## src/rtl/fft_bin_unloader.sv

```systemverilog
// Captures one frame of packed complex FFT bins and streams them out in natural bin
// order over valid/ready, tagging each bin with an |re|+|im| magnitude.
module fft_bin_unloader #(
   parameter int N      = 32,
   parameter int LOGN   = 5,
   parameter int DW     = 16,
   parameter int BITREV = 1
) (
   input  logic              clk,
   input  logic              rst_n,
   input  logic              load,
   input  logic [N*DW-1:0]   bins_in,
   output logic              busy,
   output logic              out_valid,
   input  logic              out_ready,
   output logic [DW-1:0]     out_data,
   output logic [LOGN-1:0]   out_index,
   output logic [DW/2:0]     out_mag,
   output logic              out_last
);
   // state  | meaning
   // IDLE   | no frame held; waiting for load
   // STREAM | frame held; presenting bin out_index until it transfers

   localparam int HW = DW / 2;
   localparam int MW = HW + 1;

   typedef enum logic {IDLE, STREAM} state_t;

   state_t            state;
   logic [N*DW-1:0]   store;
   logic [LOGN-1:0]   k_next;
   logic [DW-1:0]     next_bin;

   function automatic logic [LOGN-1:0] store_pos(input logic [LOGN-1:0] k);
      logic [LOGN-1:0] r;
      r = k;
      if (BITREV != 0) begin
         for (int i = 0; i < LOGN; i++) r[i] = k[LOGN-1-i];
      end
      return r;
   endfunction

   // One extra bit per component so |-2^(HW-1)| is representable.
   function automatic logic [MW-1:0] mag_of(input logic [DW-1:0] b);
      logic [MW-1:0] re;
      logic [MW-1:0] im;
      re = {b[HW-1], b[HW-1:0]};
      im = {b[DW-1], b[DW-1:HW]};
      if (re[MW-1]) re = -re;
      if (im[MW-1]) im = -im;
      return re + im;
   endfunction

   always_comb begin
      k_next   = out_index + 1'b1;
      next_bin = store[int'(store_pos(k_next))*DW +: DW];
   end

   always_ff @(posedge clk or negedge rst_n) begin
      if (!rst_n) begin
         state     <= IDLE;
         store     <= '0;
         busy      <= 1'b0;
         out_valid <= 1'b0;
         out_data  <= '0;
         out_index <= '0;
         out_mag   <= '0;
         out_last  <= 1'b0;
      end else begin
         case (state)
            IDLE: begin
               if (load) begin
                  // bit-reverse of index 0 is 0, so bin 0 always sits at position 0
                  store     <= bins_in;
                  state     <= STREAM;
                  busy      <= 1'b1;
                  out_valid <= 1'b1;
                  out_data  <= bins_in[DW-1:0];
                  out_index <= '0;
                  out_mag   <= mag_of(bins_in[DW-1:0]);
                  out_last  <= (N == 1);
               end
            end
            STREAM: begin
               if (out_ready) begin
                  if (out_last) begin
                     state     <= IDLE;
                     busy      <= 1'b0;
                     out_valid <= 1'b0;
                     out_last  <= 1'b0;
                  end else begin
                     out_index <= k_next;
                     out_data  <= next_bin;
                     out_mag   <= mag_of(next_bin);
                     out_last  <= (k_next == LOGN'(N - 1));
                  end
               end
            end
            default: state <= IDLE;
         endcase
      end
   end
endmodule

```

## config.mk

```make
export PLATFORM = sky130hd
export DESIGN_NAME = fft_bin_unloader
export DESIGN_NICKNAME = d
export VERILOG_FILES = /design/src/rtl/fft_bin_unloader.sv
export SDC_FILE = /design/constraint.sdc
export NUM_CORES = 1
export LEC_CHECK = 0
export CORE_UTILIZATION = 45
export DETAILED_ROUTE_END_ITERATION = 8
export PLACE_DENSITY = 0.79
export SETUP_SLACK_MARGIN = 0.4
export SLEW_MARGIN = 20
export SYNTH_ARGS = -nofsm -noshare
export SYNTH_HDL_FRONTEND = slang
export SYNTH_SLANG_ARGS = --single-unit
```

## constraint.sdc

```tcl
create_clock -name clk -period 5.35 [get_ports clk]
set_input_delay 1.605 -clock clk [delete_from_list [all_inputs] [get_ports clk]]
set_output_delay 1.605 -clock clk [all_outputs]
set_load 0.05 [all_outputs]
```

==> metrics.md, run 1 <==
| Metric | Value |
|---|---|
| Reg clk slew, reported paths | `~0.06 ns` |
| DRC Markers | `0` |
| Type of the worst setup path | `reg2reg` |
| Setup violations, final | `0` |
| CTS tree | `done` |
| Met3 Usage GRT | `under 10%` |
| Via/cell ratio | `5.446` |
| Die width | `242.8 microns` |
| CP startpoint | `out_index[1]` |
| DRT iter0 DRCs | `2493` |
| Crit Path Max Fanout | `6` |
| Vias after detailed routing | `about 24k` |
| Layout cells sized above 1 | `~7.2%` |
| Worst Path Arrival | `5.31 ns` |
| CORE AREA | `0.05682 sq mm` |
| R2r endpoint | `out_mag[7]` |
| Peak VDD IR | `roughly 0.90 mV` |
| Status | `finished clean` |
| Final Max Tran Viols | `0` |
| TritonCTS buffer count | `58` |
| Input/output buffers | `548` |
| Syn avg cell area | `between 8 and 9 sq um` |
| Worst R2R Path Depth | `21` |
| Number of global-route vias before repair | `around 23k` |
| Largest net degree at the start of global routing | `203` |
| WHS | `between 0.4 and 0.5 ns` |
| Worst-Skew Late Latency | `~0.63 ns` |
| Tmin final | `approximately 4.8 ns` |
| Antenna violations before repair | `10` |
| I/O Pins | `~550` |
| Die ar. | `0.05895 sq mm` |
| PD cells | `around 660 mW/mm^2` |
| Worst EP required | `between 5 and 6 ns` |
| DPL Wire Length | `slightly above 70000 microns` |
| Post-synthesis sequential area ratio | `a little over half` |
| Async SR Flop Fraction | `between 90% and 100%` |
| Most common cell after layout, fill and taps aside | `nand2_1` |
| Relative slew slack | `a little under a third` |
| CTS root buffer | `clkbuf_16` |
| Post-synth EDFFs | `0` |
| Crit path to | `out_mag[7]` |
| Fill cells | `about 4.9k` |
| Grt total ovfl | `0` |
| Global routing's busiest layer | `met2` |
| Hold buffers post-CTS | `0` |
| Met1 usage | `roughly 44%` |
| Clock tree buffer depth | `3` |
| Row cnt | `just under 90` |
| Max Fclk | `approximately 210 MHz` |
| Area after DPL | `about 0.033 sq mm` |
| Leakage | `around 17 nW` |
| NumNets Final | `4104` |
| Global-route wire length before repair | `approximately 150000 microns` |
| Post-Route WL | `97360 microns` |
| Fin. Hold Viols | `0` |
| Final Cycle Share | `roughly nine tenths` |
| Layout area overhead | `33.28%` |
| Die height | `242.8 microns` |
| Count of cell types in the netlist | `between 60 and 70` |
| Worst Skew | `about 0.018 ns` |
| HP Class | `reg2reg` |
| Seq cells post-synth | `545` |
| CTS Sinks | `about 550` |
| Synth warnings | `0` |
| Flop2flop setup slack | `0.57 ns` |
| Final GP Congestion | `approximately 1.0` |
| Worst Tran Pin Value | `between 1 and 1.5 ns` |
| Wire per inst | `~22 microns` |
| GR Layer Usage met2 | `between 50% and 60%` |
| Cells after Synth | `between 3k and 4k` |
| Unrepaired setup endpoints after global routing | `no` |
| Final ANT Viol Nets | `0` |
| Most used DFF post-synth | `dfrtp_1` |
| Crit. End Element | `register` |
| Commonest cells after routing, fill and taps aside | `nand2_1 (1719), clkdlybuf4s50_1 (547), dfrtp_1 (542)` |
| Final Util | `roughly three fifths` |
| H-tree levels | `2` |
| Max Cap Violations | `0` |
| DR pass1 iterations | `5` |
| Worst r2r src | `out_index[1]` |
| Post-Layout Inst Area | `~0.035 sq mm` |
| Crit start category | `register` |
| Post-Syn Area | `around 0.026 sq mm` |
| Setup TNS | `0 ns` |
| Starting Density | `about 46%` |
| Syn Nets | `approximately 3.6k` |
| Total track usage | `between 30 and 40%` |
layer usage:
layer / wire [microns] / part of all wire [%]
met4: 4298 / 4.4
met5: 108 / 0.11
met1: 39730 / 41
met3: 8079 / 8.3
met2: 45140 / 46
worst min path at each step:
stage               start    endpoint  depth (start not counted)
3_3_place_gp   store[468]  store[468]                          2
6_report        store[29]   store[29]                          2
5_1_grt         store[94]   store[94]                          2
2_1_floorplan   store[13]   store[13]                          2
4_1_cts         store[29]   store[29]                          2
3_5_place_dp   store[298]  store[298]                          2
repair_timing:
action / 4_1_cts / 5_1_grt
setup endpoints to repair: 3 / 4
pin swaps: 3 / 6
cloned: 0 / 1
setup buffers: 4 / 10
gates resized for setup: 5 / 31
flip-flops by register name (all words and copies together) (netlist names):
register / flops
out_mag: 9
out_last: 1
out_index: 5
store: 512
state: 1
out_valid: 1
out_data: 16
where the power goes:
group	internal (W)	switching [W]
Clock	0.00244	0.00173
Combinational	0.00456	0.00663
Sequential	0.00622	0.00146
stage by stage:
step                      std cells  setup WS [ns]  total power (W)
final                          4370         0.5733          0.02305
after global routing           4369         0.3970          0.02444
after CTS                      4356         0.4042          0.02250
after detailed placement       4245         0.2548          0.01822
after global placement         4245         0.2901          0.01804
after floorplan                3059         0.4528          0.01407
synth_stat cells, types with 6 or more instances:
| library cell | count | area (sq um) |
|---|---|---|
| nand4_1 | 19 | 118.9 |
| nand2b_1 | 9 | 56.30 |
| a22oi_1 | 14 | 105.1 |
| a32oi_1 | 9 | 78.83 |
| xor2_1 | 6 | 52.55 |
| inv_1 | 24 | 90.09 |
| nand3_1 | 52 | 260.3 |
| mux4_1 | 6 | 157.7 |
| buf_4 | 11 | 82.58 |
| o21ai_0 | 49 | 245.2 |
| mux2_2 | 8 | 90.09 |
| buf_6 | 7 | 78.83 |
| buf_1 | 14 | 52.55 |
| clkbuf_1 | 127 | 476.7 |
| dfrtp_1 | 545 | 13640 |
| o22ai_1 | 23 | 143.9 |
| mux2i_1 | 116 | 1161 |
| or3_1 | 7 | 43.79 |
| nor2b_1 | 8 | 50.05 |
| xnor2_1 | 30 | 262.8 |
| a31oi_1 | 15 | 93.84 |
| ha_1 | 22 | 275.3 |
| buf_2 | 22 | 110.1 |
| nor2_1 | 38 | 142.6 |
| a21oi_1 | 29 | 145.1 |
| and2_1 | 6 | 37.54 |
| mux4_2 | 37 | 833.3 |
| nand2_1 | 1724 | 6471 |
critical path, cell delays in order (launching register included):
cell and delay [ns]:
dfrtp_2 0.44, ha_4 0.17, nand3_4 0.13, xor2_4 0.22, buf_12 0.15, mux4_1 0.34
nor3_1 0.07, or4_4 0.57, nor4_4 0.41, inv_1 0.08, ha_1 0.27, mux2_2 0.29
ha_1 0.28, a21o_1 0.17, a21oi_2 0.17, o21bai_1 0.11, a21oi_2 0.18, o21bai_1 0.09
a21oi_1 0.16, xnor2_1 0.13, mux2i_1 0.09, a21oi_1 0.14
cells by family after synthesis:
family,Yosys count,share of synthesized area [%]
xor gates and xnor gates,38,1.376
DFF,545,52.27
muxes,167,8.593
and+or+nand+nor,1887,28.30
AOI/OAI and AO/OA,193,4.843
buffers and inverters,205,3.414
adders and majority gates,24,1.208
layout make-up:
cell class              count  area (sq um)  area share, %
multi-input cells        2309         11780          33.88
repair buffers            626          6340          18.23
well taps                 756         945.9          2.720
clock inverters            23         271.5         0.7807
clock buffers              84          1699          4.886
inverters                  24         90.09         0.2590
flip-flops and latches    545         13640          39.22
diodes                      3         7.507        0.02159
Note: power is estimated with default switching activity, not from simulation.
==> run 2: changes to the inputs <==
--- a/config.mk
+++ b/config.mk
@@ -5,11 +5,14 @@
 export SDC_FILE = /design/constraint.sdc
 export NUM_CORES = 1
 export LEC_CHECK = 0
-export CORE_UTILIZATION = 45
+export CELL_PAD_IN_SITES_DETAIL_PLACEMENT = 1
+export CELL_PAD_IN_SITES_GLOBAL_PLACEMENT = 2
+export CORE_MARGIN = 4
+export CORE_UTILIZATION = 30
 export DETAILED_ROUTE_END_ITERATION = 8
-export PLACE_DENSITY = 0.79
+export PLACE_DENSITY = 0.86
 export SETUP_SLACK_MARGIN = 0.4
-export SLEW_MARGIN = 20
+export SLEW_MARGIN = 25
 export SYNTH_ARGS = -nofsm -noshare
 export SYNTH_HDL_FRONTEND = slang
 export SYNTH_SLANG_ARGS = --single-unit
==> run 2 against run 1 <==
Register-to-register slack improved by 0.04 ns. Core utilization decreased by 19 points. Sequential cell count unchanged. Critical path depth increased by 1. Clock-buffer cell count increased by 12. Clock skew increased by 0.012 ns. Hold slack got worse by 0.0016 ns.
==> metrics.md, run 2 (synthesis gave the netlist of run 1 again) <==
| Metric | Value |
|---|---|
| Commonest cells after routing, fill and taps aside | `nand2_1 (1721), clkdlybuf4s50_1 (547), dfrtp_1 (542)` |
| CTS Sinks | `545 (unchanged)` |
| Final ANT Viol Nets | `0 (unchanged)` |
| Worst Path Arrival | `5.24 ns (-0.07 ns)` |
| Crit start category | `register` |
| Post-Route WL | `117800 microns (+21%)` |
| HP Class | `reg2reg` |
| Placed insts | `4649 (+9.5%)` |
| Setup violations, final | `0 (unchanged)` |
| Most common cell after layout, fill and taps aside | `nand2_1` |
| Worst EP required | `5.85 ns (-0.03 ns)` |
| Worst-Skew Late Latency | `0.62 ns (about the same)` |
| Tmin final | `4.739 ns (-0.03724 ns)` |
| Setup TNS | `0 ns (unchanged)` |
| DRC Markers | `0 (unchanged)` |
| PD cells | `671.7 mW/mm^2 (+1.3%)` |
| CTS tree | `done` |
| Via/cell ratio | `4.951 (-9.1%)` |
| Layout cells sized above 1 | `8.183% (+1.0 points)` |
| Clock tree buffer depth | `3 (unchanged)` |
| Worst Skew | `0.02996 ns (+0.01154 ns)` |
| H-tree levels | `3 (+1)` |
| Max Fclk | `211.0 MHz (+0.79%)` |
| Register area | `0.01364 sq mm (unchanged)` |
| TritonCTS buffer count | `66 (+14%)` |
| Max reg flops | `512 (unchanged)` |
| Global-route wire length before repair | `169700 microns (+17%)` |
| Final GP Congestion | `0.9077 (-9.8%)` |
| Max Cap Violations | `0 (unchanged)` |
| Crit Path Max Fanout | `9 (+3)` |
| NumNets Final | `4140 (+0.88%)` |
| Grt total ovfl | `0 (unchanged)` |
| Unrepaired setup endpoints after global routing | `no` |
| WHS | `0.4684 ns (-0.001607 ns)` |
| Row cnt | `107 (+23%)` |
| Relative slew slack | `26.77% (-4.4 points)` |
| Reg with most FFs | `store` |
| Type of the worst setup path | `reg2reg` |
| Final Cycle Share | `88.59% (-0.70 points)` |
| DR pass1 iterations | `7 (+2)` |
| Leakage | `17.21 nW (+1.7%)` |
| CORE AREA | `0.08568 sq mm (+51%)` |
| Fin. Hold Viols | `0 (unchanged)` |
| Input/output buffers | `548 (unchanged)` |
| CTS root buffer | `clkbuf_16` |
| Layout area overhead | `37.26%` |
| Die ar. | `0.09176 sq mm (+56%)` |
| Post-Layout Inst Area | `0.03582 sq mm (+3.0%)` |
| Die height | `302.9 microns (+25%)` |
| Hold buffers post-CTS | `0 (unchanged)` |
| Final Max Tran Viols | `0 (unchanged)` |
| Fill cells | `9950 (+100%)` |
| Largest net degree at the start of global routing | `203 (unchanged)` |
| DRT iter0 DRCs | `1687 (-32%)` |
| Area of the multi-input gates | `0.01181 sq mm (+0.20%)` |
| Wire per inst | `24.50 microns (+10%)` |
| Antenna violations before repair | `14 (+4)` |
| Total track usage | `25.13% (-7.6 points)` |
| Number of global-route vias before repair | `25.13k (+7.5%)` |
| Starting Density | `30.45% (-15 points)` |
| Final Non-Filler Cells | `4807 (+10%)` |
| Crit. End Element | `register` |
| Reg clk slew, reported paths | `0.07 ns (about the same)` |
| Die width | `302.9 microns (+25%)` |
| Peak VDD IR | `0.5117 mV (-43%)` |
| Status | `finished clean` |
| Worst Tran Pin Value | `1.098 ns (+0.06610 ns)` |
| Largest registers | `store: 512 flops, out_data: 16 flops, out_mag: 9 flops` |
| I/O Pins | `549 (unchanged)` |
| DPL Wire Length | `88770 microns (+23%)` |
| Vias after detailed routing | `23.80k (+0.0084%)` |
| Area after DPL | `0.03309 sq mm (+1.8%)` |
[run 2: final cells by class]
type,count,share of cell area [%]
Tap cell,1144,3.996
Clock inverter,26,0.8698
Multi-Input combinational cell,2309,32.96
Sequential cell,545,38.09
Clock buffer,96,5.380
Antenna cell,9,0.06288
Timing Repair Buffer,654,18.39
Inverter,24,0.2515
[run 2: timing repair]
| action | 4_1_cts | 5_1_grt |
|---|---|---|
| setup buffers | 5 | 19 |
| cloned | 1 | 1 |
| gates resized for setup | 12 | 29 |
| pin swaps | 2 | 10 |
| setup endpoints to repair | 4 | 4 |
[run 2: power by group]
group	switching, W	leakage, nW	internal (W)
Combinational	0.00693	9.34	0.00466
Clock	0.00191	1.10	0.00277
Sequential	0.00156	6.78	0.00622
Total	0.0104	17.2	0.0137
[run 2: critical path, stage by stage, from the launching register on]
cell and delay (ns):
dfrtp_2 0.48, ha_4 0.20, buf_4 0.19, xnor2_4 0.25, nor2_1 0.14, nand2_1 0.11, buf_4 0.16, o22ai_1 0.08
or4_4 0.58, nor4_4 0.30, inv_1 0.08, ha_1 0.27, mux2_4 0.30, fa_1 0.41, a21oi_1 0.15, nor2_1 0.07
nor2_2 0.12, o21bai_1 0.09, a21oi_1 0.16, nor2b_1 0.08, o21ai_1 0.13, a311oi_1 0.10, a21o_1 0.17
[run 2: through the flow]
stage	power, W	util (%)	setup WS, ns
6_report	0.02406	41.80	0.6106
5_1_grt	0.02558	41.80	0.3568
4_1_cts	0.02375	41.39	0.4202
3_5_place_dp	0.01884	38.62	0.1840
3_3_place_gp	0.01861	38.62	0.3244
2_1_floorplan	0.01407	-	0.4528
[run 2: final timing paths]
path / startpoint / slack, ns / cells after the start / to
max reg2reg: out_index[0] / 0.61 / 22 / out_mag[8]
min in group asynchronous: rst_n / 1.00 / 1 / store[500]
max in group asynchronous: rst_n / 3.16 / 2 / store[109]
min reg2reg: store[327] / 0.47 / 2 / store[327]
min: store[327] / 0.47 / 2 / store[327]
max: out_index[0] / 0.61 / 22 / out_mag[8]
[run 2: routing by layer]
| metal | routed length, microns | part of all wire, % | vias to the layer above | track usage (%) |
|---|---|---|---|---|
| met5 | 43 | 0.037 | - | 0 |
| met4 | 3442 | 2.9 | 8 | 7.425 |
| met3 | 6105 | 5.2 | 148 | 4.050 |
| met2 | 57310 | 49 | 659 | 41.99 |
| met1 | 50850 | 43 | 12060 | 33.73 |
| li1 | - | - | 10920 | - |
==> run 3: changes to the inputs <==
==> constraint.sdc (replaced) <==
create_clock -name clk -period 5.35 [get_ports clk]
set_input_delay 1.605 -clock clk [delete_from_list [all_inputs] [get_ports clk]]
set_output_delay 1.605 -clock clk [all_outputs]
set_load 0.01 [all_outputs]
==> run 3 against run 2 <==
Hold slack better by 0.0057 ns. First-iteration DRC count is 12% higher. Maximum frequency is 0.39% lower. Critical path depth is 3 lower. Clock-buffer cell count is 12 lower. Clock skew is 0.0061 ns lower. Register-to-register slack worse by 0.02 ns. Clock power is 2% lower. Wire length is 1.3% higher. Critical path type unchanged. Critical endpoint unchanged. Highest routed layer unchanged.
==> metrics.md, run 3 (synthesis gave the netlist of run 1 again) <==
| Metric | Value |
|---|---|
| Final Util | `41.88% (+0.082 points)` |
| Worst Skew | `0.02383 ns (-0.006132 ns)` |
| Worst Tran Pin Value | `1.047 ns (-0.05159 ns)` |
| Worst EP required | `5.93 ns (+0.08 ns)` |
| Worst Path Arrival | `5.34 ns (+0.10 ns)` |
| Crit. End Element | `register` |
| Largest net degree at the start of global routing | `173 (-15%)` |
| Commonest cells after routing, fill and taps aside | `nand2_1 (1721), clkdlybuf4s50_1 (547), dfrtp_1 (543)` |
| Final Max Tran Viols | `0 (unchanged)` |
| Number of global-route vias before repair | `25.23k (+0.37%)` |
| Input/output buffers | `548 (unchanged)` |
| Die width | `302.9 microns (unchanged)` |
| Total track usage | `25.35% (+0.22 points)` |
| Worst-Skew Late Latency | `0.64 ns (+0.02 ns)` |
| Starting Density | `30.45% (unchanged)` |
| CTS tree | `done` |
| Most common cell after layout, fill and taps aside | `nand2_1` |
| Global-route wire length before repair | `172300 microns (+1.6%)` |
| Crit start category | `register` |
| Unrepaired setup endpoints after global routing | `no` |
| Layout area overhead | `37.53%` |
| Die ar. | `0.09176 sq mm (unchanged)` |
| HP Class | `reg2reg` |
| Relative slew slack | `29.47% (+2.7 points)` |
| Max reg flops | `512 (unchanged)` |
| Max Cap Violations | `0 (unchanged)` |
| DRT iter0 DRCs | `1897 (+12%)` |
| PD cells | `667.7 mW/mm^2 (-0.59%)` |
| Largest registers | `store: 512 flops, out_data: 16 flops, out_mag: 9 flops` |
| DPL Wire Length | `90360 microns (+1.8%)` |
| I/O Pins | `549 (unchanged)` |
| Grt total ovfl | `0 (unchanged)` |
| Status | `finished clean` |
| Clock tree buffer depth | `3 (unchanged)` |
| Max Fclk | `210.2 MHz (-0.39%)` |
| CTS Sinks | `545 (unchanged)` |
| CTS root buffer | `clkbuf_16` |
| Diodes inserted | `0 (-9)` |
| Die height | `302.9 microns (unchanged)` |
| Vias after detailed routing | `23.75k (-0.21%)` |
| Final Cycle Share | `88.93% (+0.34 points)` |
| Type of the worst setup path | `reg2reg` |
| Tmin final | `4.758 ns (+0.01844 ns)` |
| Reg with most FFs | `store` |
| Reg clk slew, reported paths | `0.06 ns (about the same)` |
| Peak VDD IR | `0.6007 mV (+17%)` |
| Crit Path Max Fanout | `23 (+14)` |
| DRC Markers | `0 (unchanged)` |
| Row cnt | `107 (unchanged)` |
| NumNets Final | `4137 (-0.072%)` |
| Final ANT Viol Nets | `0 (unchanged)` |
| WHS | `0.4741 ns (+0.005663 ns)` |
| Post-Route WL | `119300 microns (+1.3%)` |
| Antenna violations before repair | `6 (-8)` |
| Setup TNS | `0 ns (unchanged)` |
| Leakage | `17.24 nW (+0.16%)` |
| TritonCTS buffer count | `61 (-7.6%)` |
| Fin. Hold Viols | `0 (unchanged)` |
| Wire per inst | `24.90 microns (+1.6%)` |
| Final GP Congestion | `0.8990 (-0.96%)` |
| DR pass1 iterations | `5 (-2)` |
| Via/cell ratio | `4.956 (+0.11%)` |
| Layout cells sized above 1 | `8.498% (+0.31 points)` |
| CORE AREA | `0.08568 sq mm (unchanged)` |
| H-tree levels | `2 (-1)` |
| Setup violations, final | `0 (unchanged)` |
-- run 3: metal layers --
metal	vias up	GRT usage, %	wire length (microns)	share of wire (%)
met5	-	0	46	0.039
met4	6	5.408	2510	2.1
met3	128	4.301	6933	5.8
met2	678	43.39	58620	49
met1	12010	33.88	51180	43
li1	10920	-	-	-
-- run 3: where the power goes --
group	switching, W	leakage [nW]	internal [W]
clock network	0.00185	1.08	0.00275
logic	0.00669	9.39	0.00476
registers	0.00169	6.78	0.00622
total	0.0102	17.2	0.0137
-- run 3: area by class of cell --
| class | instances | area (sq um) |
|---|---|---|
| Clock buffer | 84 | 1773 |
| Clock inverter | 30 | 419.2 |
| Fill cell | 9975 | 49800 |
| Inverter | 24 | 90.09 |
| Multi-Input combinational cell | 2309 | 11840 |
| Sequential cell | 545 | 13640 |
| Tap cell | 1144 | 1431 |
| Timing Repair Buffer | 656 | 6693 |
-- run 3: through the flow --
step	total power (W)	std cells	setup WS, ns	instance area [sq um]
after detailed placement	0.01856	4651	0.03445	33170
final	0.02396	4792	0.5921	35890
after CTS	0.02346	4771	0.4097	35540
after global placement	0.01831	4651	0.1029	33170
after global routing	0.02548	4792	0.3672	35890
after floorplan	0.01375	3059	0.5708	26090
-- run 3: repair_timing --
| item | CTS | global route |
|---|---|---|
| hold buffers | 0 | 0 |
| buffers inserted | 4 | 18 |
| resized for setup | 17 | 33 |
| cloned | 2 | 2 |
| setup endpoints to repair | 4 | 4 |
| pin swaps | 2 | 6 |
-- run 3: final timing paths --
kind | from | end | slack [ns] | depth (start not counted)
setup / recovery | out_index[0] | out_mag[8] | 0.59 | 19
setup reg to reg | out_index[0] | out_mag[8] | 0.59 | 19
hold reg to reg | store[226] | store[226] | 0.47 | 2
hold / removal | store[226] | store[226] | 0.47 | 2
max in group asynchronous | rst_n | store[223] | 3.15 | 2
min in group asynchronous | rst_n | store[434] | 1.05 | 1
-- run 3: critical path: stages (launching register included) --
cell       delay (ns)
dfrtp_1          0.44
buf_8            0.16
nand3_4          0.12
xnor2_4          0.27
buf_4            0.19
bufbuf_16        0.36
mux4_2           0.52
a22oi_1          0.36
and4_2           0.42
nor2b_2          0.23
a21oi_1          0.11
xnor2_1          0.14
ha_1             0.37
inv_1            0.06
o21bai_1         0.20
a21oi_2          0.09
nor2b_1          0.15
o21ai_1          0.08
a311oi_1         0.31
a21o_1           0.12
